`config.mk`:
```
export PLATFORM = sky130hd
export DESIGN_NAME = id_decode_buf
export DESIGN_NICKNAME = d
export VERILOG_FILES = /design/src/rtl/id_decode_buf.sv
export SDC_FILE = /design/constraint.sdc
export NUM_CORES = 1
export LEC_CHECK = 0
export BUFFER_PORTS_ARGS = -buffer_cell sky130_fd_sc_hd__clkbuf_2
export CAP_MARGIN = 10
export CELL_PAD_IN_SITES_DETAIL_PLACEMENT = 1
export CELL_PAD_IN_SITES_GLOBAL_PLACEMENT = 1
export CORE_UTILIZATION = 50
export DETAILED_ROUTE_END_ITERATION = 8
export PLACE_DENSITY = 0.89
export SYNTH_ARGS = -nofsm -noshare
export SYNTH_HDL_FRONTEND = slang
export SYNTH_SLANG_ARGS = --single-unit
```
`constraint.sdc`:
```
create_clock -name clk -period 6.4 [get_ports clk]
set_clock_uncertainty 0.15 [all_clocks]
set_input_delay 0.32 -clock clk [delete_from_list [all_inputs] [get_ports clk]]
set_output_delay 0.32 -clock clk [all_outputs]
set_load 0.02 [all_outputs]
```
`src/rtl/id_decode_buf.sv`:
```
// Instruction buffer + decoder between fetch and EX.
// Fetched {inst, pc} pairs are queued in a DEPTH-entry circular buffer. The
// head entry is decoded combinationally and handed to EX, unless it reads a
// register that a load currently in EX is about to write.
module id_decode_buf #(
  parameter int DEPTH = 4,
  parameter int PC_W  = 32
) (
  input  logic            clk,
  input  logic            rst,
  input  logic            imem_resp,
  input  logic [31:0]     imem_rdata,
  input  logic [PC_W-1:0] imem_pc,
  output logic            in_ready,
  input  logic            flush,
  input  logic            ex_ready,
  input  logic            ex_load_valid,
  input  logic [4:0]      ex_load_rd,
  output logic            out_valid,
  output logic [31:0]     out_inst,
  output logic [PC_W-1:0] out_pc,
  output logic [63:0]     out_order,
  output logic [4:0]      rs1_s,
  output logic [4:0]      rs2_s,
  output logic [4:0]      rd_s,
  output logic [31:0]     imm,
  output logic            regf_we,
  output logic            mem_re,
  output logic            mem_we,
  output logic            is_branch,
  output logic            is_jump,
  output logic            illegal,
  output logic [$clog2(DEPTH):0] count,
  output logic            overflow
);
  localparam int AW = $clog2(DEPTH);
  localparam int CW = AW + 1;

  localparam logic [6:0] OP_LUI   = 7'b0110111;
  localparam logic [6:0] OP_AUIPC = 7'b0010111;
  localparam logic [6:0] OP_JAL   = 7'b1101111;
  localparam logic [6:0] OP_JALR  = 7'b1100111;
  localparam logic [6:0] OP_BR    = 7'b1100011;
  localparam logic [6:0] OP_LOAD  = 7'b0000011;
  localparam logic [6:0] OP_STORE = 7'b0100011;
  localparam logic [6:0] OP_IMM   = 7'b0010011;
  localparam logic [6:0] OP_REG   = 7'b0110011;

  logic [31:0]     inst_mem [DEPTH];
  logic [PC_W-1:0] pc_mem   [DEPTH];
  logic [AW-1:0]   head, tail;
  logic [CW-1:0]   cnt;
  logic [63:0]     order;
  logic            ovf;

  logic push, pop, stall, vld;
  logic [31:0] hi;

  // decode scratch
  logic        known, wr, use1, use2, d_re, d_we, d_br, d_jmp;
  logic [31:0] d_imm;
  logic [4:0]  d_rd, d_rs1, d_rs2;

  assign in_ready = (cnt < CW'(DEPTH));
  assign push     = imem_resp && in_ready && !flush;
  assign pop      = vld && ex_ready;
  assign hi       = inst_mem[head];

  // Storage is data-only; it is never read while the entry count says empty.
  always_ff @(posedge clk) begin
    if (push) begin
      inst_mem[tail] <= imem_rdata;
      pc_mem[tail]   <= imem_pc;
    end
  end

  // Pointers, occupancy and retire order; flush wins over push/pop.
  // DEPTH is a power of two so pointer increments wrap naturally.
  always_ff @(posedge clk or negedge rst) begin
    if (!rst) begin
      head  <= '0;
      tail  <= '0;
      cnt   <= '0;
      order <= '0;
    end else if (flush) begin
      head <= '0;
      tail <= '0;
      cnt  <= '0;
    end else begin
      if (push) tail <= tail + 1'b1;
      if (pop) begin
        head  <= head + 1'b1;
        order <= order + 64'd1;
      end
      case ({push, pop})
        2'b10:   cnt <= cnt + 1'b1;
        2'b01:   cnt <= cnt - 1'b1;
        default: cnt <= cnt;
      endcase
    end
  end

  // Sticky record of a fetch response that arrived with no room for it.
  always_ff @(posedge clk or negedge rst) begin
    if (!rst)                        ovf <= 1'b0;
    else if (imem_resp && !in_ready) ovf <= 1'b1;
  end

  // Opcode decode of the head entry, including immediate format selection.
  always_comb begin
    known = 1'b1;
    wr    = 1'b0;
    use1  = 1'b1;
    use2  = 1'b0;
    d_re  = 1'b0;
    d_we  = 1'b0;
    d_br  = 1'b0;
    d_jmp = 1'b0;
    d_imm = '0;
    case (hi[6:0])
      OP_LUI, OP_AUIPC: begin
        wr = 1'b1; use1 = 1'b0;
        d_imm = {hi[31:12], 12'h000};
      end
      OP_JAL: begin
        wr = 1'b1; use1 = 1'b0; d_jmp = 1'b1;
        d_imm = {{11{hi[31]}}, hi[31], hi[19:12], hi[20], hi[30:21], 1'b0};
      end
      OP_JALR: begin
        wr = 1'b1; d_jmp = 1'b1;
        d_imm = {{20{hi[31]}}, hi[31:20]};
      end
      OP_BR: begin
        use2 = 1'b1; d_br = 1'b1;
        d_imm = {{19{hi[31]}}, hi[31], hi[7], hi[30:25], hi[11:8], 1'b0};
      end
      OP_LOAD: begin
        wr = 1'b1; d_re = 1'b1;
        d_imm = {{20{hi[31]}}, hi[31:20]};
      end
      OP_STORE: begin
        use2 = 1'b1; d_we = 1'b1;
        d_imm = {{20{hi[31]}}, hi[31:25], hi[11:7]};
      end
      OP_IMM: begin
        wr = 1'b1;
        d_imm = {{20{hi[31]}}, hi[31:20]};
      end
      OP_REG: begin
        wr = 1'b1; use2 = 1'b1;
      end
      default: known = 1'b0;
    endcase
    d_rs1 = use1 ? hi[19:15] : 5'd0;
    d_rs2 = use2 ? hi[24:20] : 5'd0;
    d_rd  = wr   ? hi[11:7]  : 5'd0;
  end

  // Load-use hazard: hold the head while EX's load targets one of its sources.
  always_comb begin
    stall = ex_load_valid && (ex_load_rd != 5'd0) &&
            ((use1 && ex_load_rd == hi[19:15]) || (use2 && ex_load_rd == hi[24:20]));
    vld   = (cnt != '0) && !stall && !flush;
  end

  // Present the decoded head; everything reads as zero while nothing is offered.
  always_comb begin
    out_valid = vld;
    out_inst  = vld ? hi : 32'd0;
    out_pc    = vld ? pc_mem[head] : '0;
    rs1_s     = vld ? d_rs1 : 5'd0;
    rs2_s     = vld ? d_rs2 : 5'd0;
    rd_s      = vld ? d_rd  : 5'd0;
    imm       = vld ? d_imm : 32'd0;
    regf_we   = vld && wr && (d_rd != 5'd0);
    mem_re    = vld && d_re;
    mem_we    = vld && d_we;
    is_branch = vld && d_br;
    is_jump   = vld && d_jmp;
    illegal   = vld && !known;
  end

  assign out_order = order;
  assign count     = cnt;
  assign overflow  = ovf;

endmodule

```
* After elaboration in Yosys (flattened, before gate mapping)
Memory sizes are Yosys's and may differ from the RTL's. Index checks and enable logic that the tools add are counted.
Word-level totals: bits in registers 72, latch bits 0, RAM bits 256, bits in read-only memories 0, input bits 75, output and inout bits 187, memories 2
Memories:
- inst_mem | words 4, bits a word 32, rd ports 1, clocked after Yosys merged registers in 0, wr ports 1, line 49 | logic [31:0] inst_mem [DEPTH];
- pc_mem | words 4, bits a word 32, rd ports 1, clocked after Yosys merged registers in 0, wr ports 1, line 50 | logic [PC_W-1:0] pc_mem [DEPTH];
Cells by class: $add $sub $neg 5, $mul 0, div/mod/pow operators 0, order comparisons 1, equality and inequality tests 13, shifts and indexed selects 0, multiplexer cells 26, bitwise logic cells 1, reduce and logical (&&, ||, !) cells 36
Operators with widths (count):
- one-hot mux 32 bit (5 select lines) | 1
- 2-to-1 mux 32 bit | 3
- adder 64 x 1 -> 64 bit (second input constant) | 1
- 2-to-1 mux 5 bit | 6
- == test 7 x 6 -> 1 bit (second input constant) | 3
- == test 7 bit (second input constant) | 3
- logical AND 1 bit | 17
- == test 7 x 5 -> 1 bit (second input constant) | 2
- == test 5 bit | 2
- 2-to-1 mux 1 bit | 10
- nonzero test 5 bit | 2
- OR reduction 3 bit | 3
- OR reduction 9 bit | 1
- 2-to-1 mux 2 bit | 4
- == test 7 x 2 -> 1 bit (second input constant) | 1
- OR reduction 7 bit | 1
- one-hot mux 3 bit (2 select lines) | 1
- nonzero test 3 bit | 2
- adder 2 x 1 -> 2 bit (second input constant) | 2
- zero test 1 bit | 4
- nonzero test 2 bit | 2
- OR reduction 2 bit | 2
- adder 3 x 1 -> 3 bit (second input constant) | 1
- less-than comparator 3 bit (second input constant) | 1
- 7 further kinds | 7

* Logic depth before layout (Yosys ltp)
An unclocked memory read counts as a cell.
depth after elaboration 14, mapped depth 13

* Worst setup path before layout
Ideal clock, no wire load.
path type reg-to-reg, start point register head[0], end point register cnt[2] (netlist: count[2]), data arrival time 3.170 ns, data required time 6.168 ns, setup slack 2.998 ns, stages on the path, launching flop included 12, clock period less this slack 3.402 ns, cells stage by stage dfrtp_1 -> buf_6 -> buf_6 -> mux4_2 -> and4bb_2 -> nand3_4 -> o31ai_2 -> buf_4 -> nor3_2 -> fa_1 -> or4_1 -> a31oi_1
Between the ends: cells in the longest elaborated chain, start to end 14, elaborated cells between the ends (all ways) 26, classes of those cells eq/ne (10); mux (4); reduce/logical (11); memory (1)
RTL lines:
- start, declared | line 51 | logic [AW-1:0] head, tail;
- start signal, assigned | line 92 | head <= head + 1'b1;
- memory (4 x 32 bit) *
- == test 7 bit, or another cell as far along | line 120 | case (hi[6:0])
- OR reduction 3 bit (no line)
- 2-to-1 mux 1 bit | line 120
- logical AND 1 bit | line 162 | ((use1 && ex_load_rd == hi[19:15]) || (use2 && ex_load_rd == hi[24:20]));
- logical OR 1 bit * | line 162
- logical AND 1 bit * | line 161 | stall = ex_load_valid && (ex_load_rd != 5'd0) &&
- zero test 1 bit * | line 163 | vld = (cnt != '0) && !stall && !flush;
- logical AND 1 bit * (2 in series) | line 163
- logical AND 1 bit * | line 66 | assign pop = vld && ex_ready;
- == test 2 x 1 -> 1 bit / == test 2 bit (equally long branches) | line 95 | case ({push, pop})
- one-hot mux 3 bit (2 select lines) | line 95
- 2-to-1 mux 3 bit | line 85 | end else if (flush) begin
- end signal, assigned | line 96 | 2'b10: cnt <= cnt + 1'b1;
- end signal, assigned | line 97 | 2'b01: cnt <= cnt - 1'b1;
- end signal, assigned | line 98 | default: cnt <= cnt;
- end, declared | line 52 | logic [CW-1:0] cnt;
Mark *: on every way between the ends. The rest lies on a longest branch, timed or not. A chain may end at the register's enable or synchronous reset.

* Final worst setup path
start point register head[0], end point output imm[16]
Between the ends: cells in the longest elaborated chain, start to end 11, elaborated cells between the ends (all ways) 27, classes of those cells eq/ne (11); mux (4); reduce/logical (11); memory (1)
RTL lines:
- memory (4 x 32 bit) *
- == test 7 bit, or another cell as far along | line 120
- OR reduction 3 bit (no line)
- 2-to-1 mux 1 bit | line 120
- logical AND 1 bit | line 162
- logical OR 1 bit | line 162
- logical AND 1 bit | line 161
- zero test 1 bit | line 163
- logical AND 1 bit (2 in series) | line 163
- 2-to-1 mux 32 bit * | line 174 | imm = vld ? d_imm : 32'd0;
- end, declared | line 26 | output logic [31:0] imm,
Marks and branches as above.

==> impl_metrics.json <==
{
  "clk_pin_slew_worst_paths_ns": 0.06,
  "min_period_over_period_pct": 91.50,
  "cp_cell_sequence": "mux4_2 -> nor4_4 -> nor4_4 -> nand2b_1 -> inv_2 -> o21ai_4 -> a21oi_1 -> clkbuf_2",
  "synth_edf_count": 256,
  "final.setup.tns_ns": 0,
  "drive_gt1_share_pct": 32.88,
  "wl_per_cell_um": 27.10,
  "power.total_mw": 5.189,
  "clock_latency_ns": 0.54,
  "ios": 262,
  "viasPerCell": 6.025,
  "setup_viol": 0,
  "synthCells": 888,
  "r2r_cells": 9,
  "yosys.area.top_type_share_pct": 54.60,
  "cap_violations": 0,
  "rsz0062_at_grt": "false",
  "htreeDepth": 2,
  "vias": 9790,
  "startpoint_type": "register",
  "grt_max_degree": 73,
  "slew_headroom_pct": 30.06,
  "grt_antenna_before_repair": 0,
  "reg2reg_to": "count[2]$_DFFE_PN0P_",
  "drtIter0Drc": 849,
  "leakage_nw": 6.665,
  "worst_slew_pin_slew_ns": 1.041,
  "synth_area_mm2": 0.01408,
  "yosys_warnings": 0,
  "dpl.hpwl_um": 26190,
  "die_w_um": 169.8,
  "critPathMaxStageDelay_ns": 0.90,
  "fin_area_mm2": 0.01746,
  "grt_pass1_wl_um": 64990,
  "initial_core_util_pct": 50.82,
  "cp_slowest_cell": "nor4_4",
  "fin_util_pct": 63.00,
  "yosysTopAreaCell": "edfxtp_1",
  "yosys_register_bits": 328,
  "status": "completed",
  "synth_fp_nets": 969,
  "root_buffer": "clkbuf_16",
  "slew_violations": 0,
  "max_freq_ghz": 0.1708,
  "hold_viol": 0,
  "max-vdd-ir-drop_mv": 0.2659,
  "track_usage_pct": 30.86,
  "fin_hold_ws_ns": 0.2335,
  "power.density_mw_per_mm2": 297.3,
  "n_fill_cell": 2619,
  "numCtsBuffers": 35,
  "die_area_mm2": 0.02883,
  "avgSynthCellArea_um2": 15.85,
  "synth-main-ff-cell": "edfxtp_1",
  "gp_congestion": 0.8699,
  "drc": 0,
  "diodes": 0,
  "async_reset_ff_share_pct": 21.95,
  "critPathArrivalTime_ns": 5.39,
  "syn_to_final_growth_pct": 23.99,
  "drt_first_pass_iters": 7,
  "place_area_mm2": 0.01569,
  "end_kind": "output pin",
  "cts_setup_buffers": 0,
  "hold_end": "out_order[2]$_DFFE_PN0P_",
  "nNetsFinal": 1302,
  "grt_pass1_vias": 10274,
  "synth_area_leaders": "edfxtp_1 55%, dfrtp_1 13%, mux4_2 10%",
  "reg2reg_slack_ns": 1.72,
  "cp.required_ns": 5.93,
  "crit_path_frequent_cell": "nor4_4",
  "synth.distinct_cells": 56,
  "seq_area_frac_synth_pct": 67.40,
  "dieHeight_um": 169.8,
  "r2r-start": "head[0]$_DFFE_PN0P_",
  "cts_sinks": 328,
  "core_mm2": 0.02771,
  "min_from": "ex_ready",
  "cp_max_fo": 50,
  "cts_tree": "built",
  "crit_type": "reg -> out",
  "postRouteAntennaNets": 0,
  "hold_depth": 4,
  "min-delay-path-class": "in -> reg",
  "rows": 61,
  "clock_path_buffers": 3,
  "fin_crit_ns": 5.856,
  "gr-total-overflow": 0,
  "io_buffers": 261,
  "drt_wl_total_um": 44040
}
critical path: cells and delay by family (launching register included):
family                 cells  cell delay [ns]
multiplexers               1             0.75
AO/OA/AOI/OAI              2             0.76
AND/OR/NAND/NOR            3             1.49
buffers and inverters      2             0.99
flip-flops                 1             0.85
power breakdown:
part	leakage [nW]	switching [mW]	internal [mW]
sequential	3.25	0.0763	2.39
combinational	2.88	0.466	0.280
clock	0.527	0.887	1.09
cell usage after synthesis, drive strengths merged, types with 2 or more instances:
master / instances
nand2: 58
xor2: 24
nor2: 35
and4: 7
mux4: 64
o21ai: 8
inv: 23
or2: 3
xnor2: 50
clkbuf: 15
and3: 18
ha: 5
dfrtp: 72
edfxtp: 256
o2bb2ai: 4
nand4: 21
and2: 68
nor4: 12
nand3: 28
buf: 22
nand2b: 2
nor3: 29
nor2b: 8
or4: 7
a21oi: 24
or3: 7
registers in the layout (all words and copies together) (netlist names):
| register | flops |
|---|---|
| inst_mem | 128 |
| pc_mem | 128 |
| out_order | 64 |
| count | 3 |
| head | 2 |
| tail | 2 |
| overflow | 1 |
cell type report:
cell class / instances / area, um2 / area share (%)
tap: 378 / 473.0 / 2.709
sequential: 328 / 9497 / 54.40
multi-input combinational: 500 / 4298 / 24.62
clock inverter: 13 / 93.84 / 0.5376
inverter: 23 / 86.33 / 0.4946
timing repair buffer: 333 / 2014 / 11.54
clock buffer: 50 / 993.5 / 5.691
what timing repair did:
| item | CTS | global route |
|---|---|---|
| hold endpoints to repair | 334 | 0 |
| resized for setup | 0 | 1 |
| endpoints found under the setup margin | 0 | 3 |
| hold buffers | 67 | 0 |
cells in the final DEF (no fill, tap or decap), drive strengths merged, types with 2 or more instances in the layout:
cell type    Yosys  final
nand2           58     58
xor2            24     24
inv             23     24
nor3            29     29
a21oi           24     24
o2bb2ai          4      4
ha               5      5
dlygate4sd3      0     67
or4              7      7
and3            18     18
mux4            64     64
clkinv           0     12
edfxtp         256    256
buf             22      6
nand2b           2      2
nor2            35     35
or3              7      7
nor2b            8      8
and2            68     68
dfrtp           72     72
o21ai            8      8
nor4            12     12
nand3           28     28
xnor2           50     50
clkbuf          15    310
and4             7      7
or2              3      3
nand4           21     21
kinds of logic after synthesis:
kind of cell / after synthesis / share of synthesized area [%]
DFF: 328 / 67.40
and+or+nand+nor: 309 / 12.85
adders and majority gates: 6 / 0.5866
buffers and inverters: 60 / 2.195
AOI/OAI and AO/OA: 45 / 1.973
xor gates and xnor gates: 74 / 4.604
muxes: 66 / 10.39
worst max path at each step:
stage / from / cells past startpoint / slack, ns / to
4_1_cts: head[0]$_DFFE_PN0P_ / 10 / 0.39 / imm[16]
5_1_grt: head[0]$_DFFE_PN0P_ / 10 / 0.13 / imm[16]
6_report: head[0]$_DFFE_PN0P_ / 8 / 0.54 / imm[16]
2_1_floorplan: head[0]$_DFFE_PN0P_ / 11 / 3.00 / count[2]$_DFFE_PN0P_
3_5_place_dp: head[0]$_DFFE_PN0P_ / 10 / 1.09 / imm[21]
3_3_place_gp: head[0]$_DFFE_PN0P_ / 10 / 1.47 / imm[0]
routing by layer:
metal  up-vias  part of all wire (%)  global-route usage (%)
met1      5017                    37                   37.50
met3       137                   8.2                   6.646
li1       4039                     -                       -
met2       597                    51                   53.03
met5         -                     0                       0
met4         0                   4.2                   13.63
metrics by stage:
stage	setup WS, ns	std cells
global route	0.1305	1625
CTS	0.3918	1625
global placement	1.474	1495
detailed placement	1.085	1495
floorplan	2.998	888
finish	0.5441	1625
Power figures use the tool's default switching activity.
